[src/rtl/cic_integrator_chain.sv]
// Time-multiplexed cascade of two's-complement integrators (integrator half of a CIC decimator).
// Optional build macro CIC_INTEG_ROUND_EN selects round-half-up on the output slice instead of truncation.
module cic_integrator_chain #(
  parameter int DATA_WIDTH_INP = 8,
  parameter int DATA_WIDTH_OUT = 9,
  parameter int ACC_WIDTH      = 24,
  parameter int NUM_STAGES     = 3,
  parameter int NUM_CHANNELS   = 1,
  localparam int CHAN_WIDTH    = (NUM_CHANNELS > 1) ? $clog2(NUM_CHANNELS) : 1
) (
  input  logic                      clk,
  input  logic                      reset_n,
  input  logic                      clear,
  input  logic [DATA_WIDTH_INP-1:0] inp_samp_data,
  input  logic                      inp_samp_str,
  output logic [DATA_WIDTH_OUT-1:0] out_samp_data,
  output logic                      out_samp_str,
  output logic [CHAN_WIDTH-1:0]     out_samp_chan
);

  localparam int CHAN_DEPTH = 1 << CHAN_WIDTH;

  typedef logic [ACC_WIDTH-1:0] acc_t;

  acc_t                  r_acc      [NUM_STAGES][CHAN_DEPTH];
  logic                  r_pipeStr  [NUM_STAGES];
  logic [CHAN_WIDTH-1:0] r_pipeChan [NUM_STAGES];
  logic [CHAN_WIDTH-1:0] r_chanCnt;
  logic [DATA_WIDTH_OUT-1:0] r_outData;

  logic                  w_stgStr  [NUM_STAGES];
  logic [CHAN_WIDTH-1:0] w_stgChan [NUM_STAGES];
  acc_t                  w_stgIn   [NUM_STAGES];
  acc_t                  w_stgSum  [NUM_STAGES];

  logic signed [DATA_WIDTH_INP-1:0] w_inpSigned;
  acc_t                             w_inpExt;
  logic [CHAN_WIDTH-1:0]            w_chanNext;
  logic [DATA_WIDTH_OUT-1:0]        w_outSlice;

  assign w_inpSigned = inp_samp_data;
  assign w_inpExt    = ACC_WIDTH'(w_inpSigned);
  assign w_chanNext  = (r_chanCnt == CHAN_WIDTH'(NUM_CHANNELS - 1)) ? '0 : r_chanCnt + 1'b1;

  // Each stage after the first consumes the value its predecessor wrote on the previous edge,
  // addressed by the channel tag travelling with that strobe.
  for (genvar g = 0; g < NUM_STAGES; g++) begin : g_stage
    if (g == 0) begin : g_first
      assign w_stgStr[g]  = inp_samp_str;
      assign w_stgChan[g] = r_chanCnt;
      assign w_stgIn[g]   = w_inpExt;
    end else begin : g_next
      assign w_stgStr[g]  = r_pipeStr[g-1];
      assign w_stgChan[g] = r_pipeChan[g-1];
      assign w_stgIn[g]   = r_acc[g-1][r_pipeChan[g-1]];
    end
    assign w_stgSum[g] = r_acc[g][w_stgChan[g]] + w_stgIn[g];
  end

  // Adding half an output LSB before slicing equals adding the first dropped bit to the slice.
`ifdef CIC_INTEG_ROUND_EN
  if (ACC_WIDTH > DATA_WIDTH_OUT) begin : g_round
    assign w_outSlice = w_stgSum[NUM_STAGES-1][ACC_WIDTH-1 -: DATA_WIDTH_OUT]
                      + DATA_WIDTH_OUT'(w_stgSum[NUM_STAGES-1][ACC_WIDTH-DATA_WIDTH_OUT-1]);
  end else begin : g_trunc
    assign w_outSlice = w_stgSum[NUM_STAGES-1][ACC_WIDTH-1 -: DATA_WIDTH_OUT];
  end
`else
  assign w_outSlice = w_stgSum[NUM_STAGES-1][ACC_WIDTH-1 -: DATA_WIDTH_OUT];
`endif

  always_ff @(posedge clk or negedge reset_n) begin
    if (!reset_n) begin
      r_chanCnt <= '0;
      r_outData <= '0;
      for (int k = 0; k < NUM_STAGES; k++) begin
        r_pipeStr[k]  <= 1'b0;
        r_pipeChan[k] <= '0;
        for (int c = 0; c < CHAN_DEPTH; c++) r_acc[k][c] <= '0;
      end
    end else if (clear) begin
      r_chanCnt <= '0;
      r_outData <= '0;
      for (int k = 0; k < NUM_STAGES; k++) begin
        r_pipeStr[k]  <= 1'b0;
        r_pipeChan[k] <= '0;
        for (int c = 0; c < CHAN_DEPTH; c++) r_acc[k][c] <= '0;
      end
    end else begin
      if (inp_samp_str) r_chanCnt <= w_chanNext;
      for (int k = 0; k < NUM_STAGES; k++) begin
        r_pipeStr[k] <= w_stgStr[k];
        if (w_stgStr[k]) begin
          r_pipeChan[k]              <= w_stgChan[k];
          r_acc[k][w_stgChan[k]]     <= w_stgSum[k];
        end
      end
      if (w_stgStr[NUM_STAGES-1]) r_outData <= w_outSlice;
    end
  end

  // The last stage's strobe/tag registers double as the output strobe and held channel.
  assign out_samp_data = r_outData;
  assign out_samp_str  = r_pipeStr[NUM_STAGES-1];
  assign out_samp_chan = r_pipeChan[NUM_STAGES-1];

endmodule

[config.mk]
export PLATFORM = sky130hd
export DESIGN_NAME = cic_integrator_chain
export DESIGN_NICKNAME = d
export VERILOG_FILES = /design/src/rtl/cic_integrator_chain.sv
export SDC_FILE = /design/constraint.sdc
export NUM_CORES = 1
export LEC_CHECK = 0
export CELL_PAD_IN_SITES_DETAIL_PLACEMENT = 1
export CELL_PAD_IN_SITES_GLOBAL_PLACEMENT = 1
export CORE_MARGIN = 2
export CORE_UTILIZATION = 48
export DETAILED_ROUTE_END_ITERATION = 10
export GPL_ROUTABILITY_DRIVEN = 1
export PLACE_DENSITY = 0.81
export SLEW_MARGIN = 10
export SYNTH_ARGS = -nofsm -noshare
export SYNTH_HDL_FRONTEND = slang
export SYNTH_SLANG_ARGS = --single-unit
export TNS_END_PERCENT = 50
[constraint.sdc]
create_clock -name clk -period 3.5 [get_ports clk]
set_input_delay 1.05 -clock clk [delete_from_list [all_inputs] [get_ports clk]]
set_output_delay 1.05 -clock clk [all_outputs]
set_load 0.05 [all_outputs]
==> flow_summary_export.csv, run 1 <==
group,metric,value,unit
critical_path,worstSetupPathType,"in -> reg",
yosys,synthXorXnorAreaFrac,0.0561,
yosys,ys_types,70,
clock_tree,numCtsBuffers,9,
timing,max_freq,302,MHz
flow_run,maxCapViolCount,0,
critical_path,rrSetupSlack,0.48,ns
critical_path,startpoint_type,"input pin",
routing,drt_first_iter_violations,311,
critical_path,arrival,3.54,ns
critical_path,critPathCaptureType,"register",
clock_tree,cts_tree,"done",
clock_tree,cts-root-buf,"clkbuf_16",
yosys,synthAdderAreaFrac,0.141,
timing,period_needed,3.31,ns
yosys,synth_edf_count,0,
clock_tree,clkTransAtPathRegs,0.06,ns
layout,area_growth,13.8,%
yosys,syn_nets,848,
power,powerDensity,404,mW/mm²
power,leakagePower,3.64,nW
yosys,synth_ff_type,"dfrtp_1",
critical_path,cp.required,3.73,ns
floorplan,io_pins,23,
floorplan,core-area,0.0133,mm²
timing,max_slew_margin,0.340,
yosys,ys_ff_latch,75,
yosys,synth-compound-area-share,0.235,
layout,drive_above_1_share,0.0963,
placement,hpwl,14.7,mm
floorplan,die_h,121,µm
clock_tree,clock_sinks,75,
status,outcome,"finished clean",
timing,tightestPinTransition,0.991,ns
global_routing,grt_pass1_vias,6391,
yosys,yosys.area_share.simple,0.169,
global_routing,grt_first_pass_wirelength,32.0,mm
yosys,muxShareOfSynthArea,0.0685,
layout,n_antenna_cell,0,
critical_path,critPathMaxFanout,17,
yosys,syn_area,0.00656,mm²
timing,slew_viol_final,0,
floorplan,die_w,121,µm
routing,first_pass_iters,4,
yosys,avgSynthCellArea,8.58,µm²
routing,via_per_inst,6.02,
clock_tree,ctsHoldBuffers,0,
layout,final_util,0.561,
clock_tree,post_cts_buffers,0,
timing,hold_violations,0,
timing,final_min_period_over_clock_period,0.947,
min_path,hp-class,"reg -> reg",
placement,portBuffers,21,
placement,dp_slack,-0.205,ns
placement,gp_congestion,0.932,
yosys,yosysWarningCount,0,
yosys,async_reset_ff_frac,1.00,
power,total_power,3.02,mW
timing,holdWs,0.523,ns
floorplan,row_count,42,
routing,drc,0,
clock_tree,htreeDepth,3,
power,ir_worst_vdd,0.000189,V
global_routing,grt_max_degree,76,
timing,setup-violations-final,0,
clock_tree,cts_buffer_depth,2,
clock_tree,post_cts_resized,0,
layout,fin_nets,889,
layout,final_cell_mix,"nor2_1 (83), dfrtp_1 (75), a21oi_1 (73)",
global_routing,grt_overflow,0,
routing,ant_nets,0,
routing,avgRoutedWirePerCell,19.2,µm
timing,finalClockSkew,0.00741,ns
routing,vias,5934,
timing,setup_slack,0.187,ns
global_routing,grtUsageTotal,0.274,
yosys,synthCells,764,
floorplan,die_area,0.0146,mm²
timing,rsz0062_at_grt,"no",
yosys,synth_seq_area_share,0.286,
layout,final_common_cell,"nor2_1",
routing,drt-total-wl,18.9,mm
clock_tree,clock_latency,0.35,ns
floorplan,initial_utilization,0.493,
yosys,synth_top_family_by_area,"compound AO/OA/AOI/OAI gates",
global_routing,antenna_found_initial,0,
[report_power, final]
part	switching [mW]	internal, mW	total, mW
clock network	0.386	0.568	0.955
registers	0.0916	0.933	1.02
logic	0.579	0.459	1.04
[metrics by stage]
stage,setup TNS (ns),cell area [µm²],cells
2_1_floorplan,0,6560,764
3_3_place_gp,-0.198,7170,970
3_5_place_dp,-1.55,7170,970
4_1_cts,0,7460,986
5_1_grt,0,7460,986
6_report,0,7460,986
[final timing paths]
path / endpoint / from / depth (start not counted)
max: r_acc[143] / inp_samp_data[7] / 11
min: r_acc[32] / r_acc[32] / 1
max reg2reg: r_acc[40] / r_acc[72] / 10
min reg2reg: r_acc[32] / r_acc[32] / 1
max in group asynchronous: r_acc[42] / reset_n / 1
min in group asynchronous: r_acc[43] / reset_n / 1
[cells by family (layout without fill, tap and decap cells)]
group | count (synthesis) | after routing
and+or+nand+nor | 234 | 234
muxes | 44 | 44
adders and majority gates | 72 | 72
AOI/OAI and AO/OA | 230 | 230
other | 1 | 1
xor gates and xnor gates | 42 | 42
DFF | 75 | 75
buffers and inverters | 66 | 112
[sequential cells by signal (all words and copies together), names as in the netlist]
signal	count
r_pipeStr	2
out_samp_str	1
r_acc	72
[critical path, cell delays in order]
cell             delay, ns
clkdlybuf4s50_1       0.44
buf_12                0.17
ha_1                  0.35
a21oi_1               0.20
o21bai_1              0.08
a21oi_1               0.20
o221ai_1              0.17
a211oi_1              0.29
a31oi_1               0.11
a21boi_1              0.16
mux2_1                0.30
[synthesized netlist by cell type, drive strengths merged (5+ instances only)]
cell,n,area [µm²]
a21o,24,180
nand2,61,229
nand3,21,105
and3,11,68.8
nand2b,8,50.1
o21bai,12,90.1
xor2,8,70.1
o211ai,11,87.6
inv,26,97.6
mux2i,40,400
a211oi,17,133
buf,22,125
nor3,5,25.0
a221o,5,50.1
nor2,84,318
o21a,7,52.6
nand4,5,31.3
a21oi,74,374
a22o,6,52.6
a31o,5,43.8
dfrtp,75,1880
nor2b,11,68.8
a31oi,6,43.8
clkbuf,18,67.6
ha,69,863
xnor2,34,298
o21ai,33,165
nand3b,5,37.5
[layout make-up]
class / instances / area, µm²
tap: 176 / 220
inverter: 26 / 97.6
timing repair buffer: 70 / 583
clock buffer: 11 / 243
fill: 1603 / 5830
multi-input combinational: 623 / 4390
clock inverter: 5 / 52.6
sequential: 75 / 1880
[layer usage]
layer / routed length, µm / global-route usage / vias to the layer above / part of all wire
li1: - / - / 2872 / -
met5: 0 / 0 / - / 0
met4: 360 / 0.0974 / 0 / 0.019
met1: 8690 / 0.346 / 2970 / 0.46
met2: 9540 / 0.489 / 68 / 0.50
met3: 352 / 0.0230 / 24 / 0.019
Note: power is estimated with default switching activity, not from simulation.
==> run 2: changes to the inputs <==
--- a/config.mk
+++ b/config.mk
@@ -9,10 +9,11 @@
 export CELL_PAD_IN_SITES_GLOBAL_PLACEMENT = 1
 export CORE_MARGIN = 2
 export CORE_UTILIZATION = 48
+export CTS_BUF_LIST = sky130_fd_sc_hd__clkbuf_16
 export DETAILED_ROUTE_END_ITERATION = 10
 export GPL_ROUTABILITY_DRIVEN = 1
 export PLACE_DENSITY = 0.81
-export SLEW_MARGIN = 10
+export SLEW_MARGIN = 20
 export SYNTH_ARGS = -nofsm -noshare
 export SYNTH_HDL_FRONTEND = slang
 export SYNTH_SLANG_ARGS = --single-unit
==> flow_summary_export.csv, run 2 (same netlist as run 1, synthesis figures left out) <==
group,metric,value,unit
routing,vias,5924,
power,ir_worst_vdd,0.000213,V
floorplan,die_area,0.0146,mm²
clock_tree,cts_tree,"done",
timing,tns,0,ns
timing,setup-violations-final,0,
global_routing,grt_pass1_vias,6351,
timing,rsz0062_at_grt,"no",
critical_path,critPathCaptureType,"register",
layout,fin_cells,986,
critical_path,slowest_delay,0.44,ns
layout,n_antenna_cell,0,
clock_tree,ctsHoldBuffers,0,
clock_tree,htreeDepth,3,
global_routing,grt_first_pass_wirelength,31.8,mm
critical_path,cp.required,3.73,ns
routing,drc,0,
clock_tree,clock_latency,0.34,ns
global_routing,grt_max_degree,76,
critical_path,critPathMostFrequentCell,"a21oi_1",
power,powerDensity,400,mW/mm²
power,leakagePower,3.64,nW
layout,area_growth,13.7,%
critical_path,startpoint_type,"input pin",
layout,largest_reg_flops,72,
layout,drive_above_1_share,0.0951,
clock_tree,post_cts_buffers,0,
floorplan,core-area,0.0133,mm²
critical_path,worstSetupPathType,"in -> reg",
clock_tree,cts_buffer_depth,2,
layout,regMostFlops,"r_acc",
flow_run,maxCapViolCount,0,
layout,final_cell_mix,"nor2_1 (83), dfrtp_1 (75), a21oi_1 (73)",
routing,first_pass_iters,4,
timing,tightestPinTransition,0.989,ns
routing,avgRoutedWirePerCell,19.1,µm
floorplan,row_count,42,
clock_tree,post_cts_resized,0,
critical_path,crit_chain,"clkdlybuf4s50_1, buf_12, ha_1, a21oi_1, o21bai_1, a21oi_1, o221ai_1, a211oi_1, a31oi_1, a21boi_1, mux2_1",
layout,final_common_cell,"nor2_1",
routing,via_per_inst,6.01,
layout,final_util,0.561,
routing,drt_first_iter_violations,306,
global_routing,grtUsageTotal,0.272,
floorplan,initial_utilization,0.493,
timing,max_slew_margin,0.340,
timing,finalClockSkew,0.00661,ns
floorplan,io_pins,23,
placement,dp_cells,970,
layout,fin_nets,889,
clock_tree,clock_sinks,75,
placement,hpwl,14.7,mm
placement,gp_congestion,0.932,
critical_path,critPathMaxFanout,17,
routing,ant_nets,0,
timing,slew_viol_final,0,
layout,nFillCells,1598,
clock_tree,clkTransAtPathRegs,0.06,ns
status,outcome,"finished clean",
routing,drt-total-wl,18.8,mm
clock_tree,numCtsBuffers,9,
placement,portBuffers,21,
timing,period_needed,3.33,ns
critical_path,arrival,3.56,ns
timing,final_min_period_over_clock_period,0.951,
global_routing,grt_overflow,0,
floorplan,die_h,121,µm
critical_path,critPathSlowestCell,"clkdlybuf4s50_1",
timing,max_freq,300,MHz
clock_tree,cts-root-buf,"clkbuf_16",
timing,hold_violations,0,
floorplan,die_w,121,µm
global_routing,antenna_found_initial,0,
min_path,hp-class,"reg -> reg",
-- run 2: cell types whose count changed in the layout (fill, tap and decap cells not counted), sizes merged --
cell and delta:
clkbuf -2, clkinv +1, inv +1
-- run 2: per-stage QoR --
step / total power, mW / area [µm²] / setup WS [ns] / hold WS [ns]
after floorplan: 1.68 / 6560 / 0.478 / 0.479
after global placement: 2.01 / 7170 / -0.0795 / 0.508
after detailed placement: 2.07 / 7170 / -0.205 / 0.508
after CTS: 3.00 / 7450 / 0.150 / 0.525
after global routing: 3.17 / 7450 / 0.0129 / 0.557
final: 2.98 / 7450 / 0.170 / 0.524
-- run 2: path summary, 6_finish.rpt --
check                                     to  cells past startpoint        startpoint  slack [ns]
worst max-delay path              r_acc[143]                     11  inp_samp_data[7]        0.17
worst min-delay path               r_acc[41]                      1         r_acc[41]        0.52
worst max register to register     r_acc[40]                     10         r_acc[72]        0.50
worst min register to register     r_acc[41]                      1         r_acc[41]        0.52
max in group asynchronous         r_acc[142]                      1           reset_n        2.00
min in group asynchronous       out_samp_str                      1           reset_n        0.87
-- run 2: routing by layer --
metal | share of wire | global-route usage
met5 | 0 | 0
met4 | 0.017 | 0.0843
met3 | 0.026 | 0.0320
met2 | 0.50 | 0.490
met1 | 0.45 | 0.340
-- run 2: worst max-delay path: cells and delay by family --
family          cells  cell delay, ns
fa+ha+maj           1            0.35
mux                 1            0.30
compound gates      7            1.23
buf+inv             2            0.61
-- run 2: final cells by class --
class,count,area [µm²],area share
Inverter,26,97.6,0.0131
Timing Repair Buffer,70,583,0.0782
Clock buffer,9,225,0.0302
Clock inverter,7,60.1,0.00806
Tap cell,176,220,0.0295
Sequential cell,75,1880,0.252
Multi-Input combinational cell,623,4390,0.589
-- run 2: power by group --
group	internal [mW]	switching [mW]	total [mW]	leakage (nW)
logic	0.459	0.579	1.04	2.47
registers	0.933	0.0921	1.03	1.02
clock network	0.543	0.376	0.919	0.144
==> run 3: changes to the inputs <==
--- a/config.mk
+++ b/config.mk
@@ -12,7 +12,7 @@
 export CTS_BUF_LIST = sky130_fd_sc_hd__clkbuf_16
 export DETAILED_ROUTE_END_ITERATION = 10
 export GPL_ROUTABILITY_DRIVEN = 1
-export PLACE_DENSITY = 0.81
+export PLACE_DENSITY_LB_ADDON = 0.1
 export SLEW_MARGIN = 20
 export SYNTH_ARGS = -nofsm -noshare
 export SYNTH_HDL_FRONTEND = slang
==> flow_summary_export.csv, run 3 (same netlist as run 1, synthesis figures left out) <==
group,metric,value,unit
layout,largest_reg_flops,72,
clock_tree,post_cts_resized,0,
floorplan,initial_utilization,0.493,
timing,max_freq,297,MHz
clock_tree,numCtsBuffers,9,
critical_path,cp.required,3.71,ns
critical_path,critPathCaptureType,"register",
timing,max_slew_margin,0.358,
routing,vias,5908,
floorplan,core-area,0.0133,mm²
routing,drt-total-wl,18.2,mm
timing,tightestPinTransition,0.963,ns
global_routing,grt_overflow,0,
global_routing,grt_pass1_vias,6199,
placement,hpwl,14.0,mm
critical_path,rrSetupSlack,0.36,ns
layout,drive_above_1_share,0.0942,
global_routing,grt_first_pass_wirelength,30.5,mm
global_routing,grtUsageTotal,0.260,
critical_path,r2r_start,"r_acc[72]",
critical_path,critPathMaxFanout,3,
placement,gp_congestion,0.903,
layout,seqCellArea,0.00188,mm²
floorplan,die_area,0.0146,mm²
routing,via_per_inst,6.01,
clock_tree,clock_sinks,75,
placement,dp_cells,967,
timing,finalClockSkew,0.00700,ns
layout,regMostFlops,"r_acc",
layout,final_util,0.561,
power,ir_worst_vdd,0.000212,V
floorplan,row_count,42,
critical_path,crit_chain,"clkdlybuf4s50_1, ha_1, a21o_1, a21oi_1, o31ai_2, a211o_1, a221oi_2, nor3_1, o211ai_1, o311ai_1",
timing,final_min_period_over_clock_period,0.962,
layout,area_growth,13.7,%
clock_tree,cts-root-buf,"clkbuf_16",
timing,slew_viol_final,0,
status,outcome,"finished clean",
critical_path,critPathSlowestCell,"clkdlybuf4s50_1",
clock_tree,clkTransAtPathRegs,0.06,ns
routing,first_pass_iters,4,
routing,drc,0,
layout,final_common_cell,"nor2_1",
routing,avgRoutedWirePerCell,18.5,µm
min_path,min_delay_path_depth,1,
clock_tree,cts_tree,"done",
layout,final_cell_mix,"nor2_1 (83), dfrtp_1 (75), a21oi_1 (71)",
critical_path,reg2reg_to,"r_acc[40]",
timing,rsz0062_at_grt,"no",
power,leakagePower,3.62,nW
layout,fin_nets,886,
floorplan,die_h,121,µm
routing,drt_first_iter_violations,299,
min_path,hp-class,"reg -> reg",
floorplan,die_w,121,µm
critical_path,worstSetupPathType,"in -> reg",
critical_path,slowest_delay,0.46,ns
placement,portBuffers,21,
timing,period_needed,3.37,ns
timing,setup-violations-final,0,
layout,fin_cells,983,
critical_path,arrival,3.57,ns
clock_tree,ctsHoldBuffers,0,
layout,multi_input_area,0.00440,mm²
power,powerDensity,403,mW/mm²
routing,ant_nets,0,
critical_path,startpoint_type,"input pin",
clock_tree,post_cts_buffers,0,
flow_run,maxCapViolCount,0,
clock_tree,cts_buffer_depth,2,
min_path,hold_end,"r_acc[41]",
floorplan,io_pins,23,
clock_tree,clock_latency,0.35,ns
layout,n_antenna_cell,0,
clock_tree,htreeDepth,3,
layout,nFillCells,1584,
timing,hold_violations,0,
global_routing,grt_max_degree,81,
critical_path,r2r_cells,10,
min_path,holdCritStartpoint,"r_acc[41]",
global_routing,antenna_found_initial,0,
[run 3: layout make-up]
class | instances | area share
well taps | 176 | 0.0295
clock inverters | 7 | 0.00906
inverters | 26 | 0.0131
flip-flops and latches | 75 | 0.252
multi-input cells | 623 | 0.590
clock buffers | 9 | 0.0302
repair buffers | 67 | 0.0768
[run 3: worst max-delay path by stage]
| stage | startpoint | endpoint | slack (ns) | depth (start not counted) |
|---|---|---|---|---|
| floorplan | inp_samp_data[0] | r_acc[142] | 0.48 | 10 |
| global placement | inp_samp_data[1] | r_acc[141] | -0.13 | 11 |
| detailed placement | inp_samp_data[1] | r_acc[137] | -0.23 | 10 |
| CTS | inp_samp_data[0] | r_acc[138] | 0.12 | 12 |
| global route | inp_samp_data[1] | r_acc[137] | 0.0009 | 10 |
| finish | inp_samp_data[1] | r_acc[137] | 0.13 | 10 |
[run 3: through the flow]
stage	instance area (µm²)	hold slack [ns]	setup slack (ns)	power (mW)	TNS, ns
after floorplan	6560	0.479	0.478	1.68	0
after global placement	7160	0.508	-0.129	2.01	-0.652
after detailed placement	7160	0.520	-0.235	2.06	-1.69
after CTS	7450	0.530	0.119	3.02	0
after global routing	7460	0.560	0.000946	3.17	0
final	7460	0.522	0.134	3.00	0
[run 3: per-layer routing]
layer | global-route usage | vias up | part of all wire
met2 | 0.450 | 72 | 0.49
met3 | 0.0329 | 32 | 0.018
met1 | 0.335 | 2933 | 0.47
li1 | - | 2871 | -
met4 | 0.0879 | 0 | 0.024
met5 | 0 | - | 0
[run 3: report_power, final]
group	internal (mW)	switching (mW)	total, mW
Combinational	0.460	0.577	1.04
Clock	0.550	0.392	0.942
Sequential	0.933	0.0908	1.02
[run 3: critical path: cells and delay by family]
family | cells | cell delay (ns)
AO/OA/AOI/OAI | 7 | 1.61
AND/OR/NAND/NOR | 1 | 0.15
buffers and inverters | 1 | 0.46
adder cells (fa/ha/maj) | 1 | 0.32
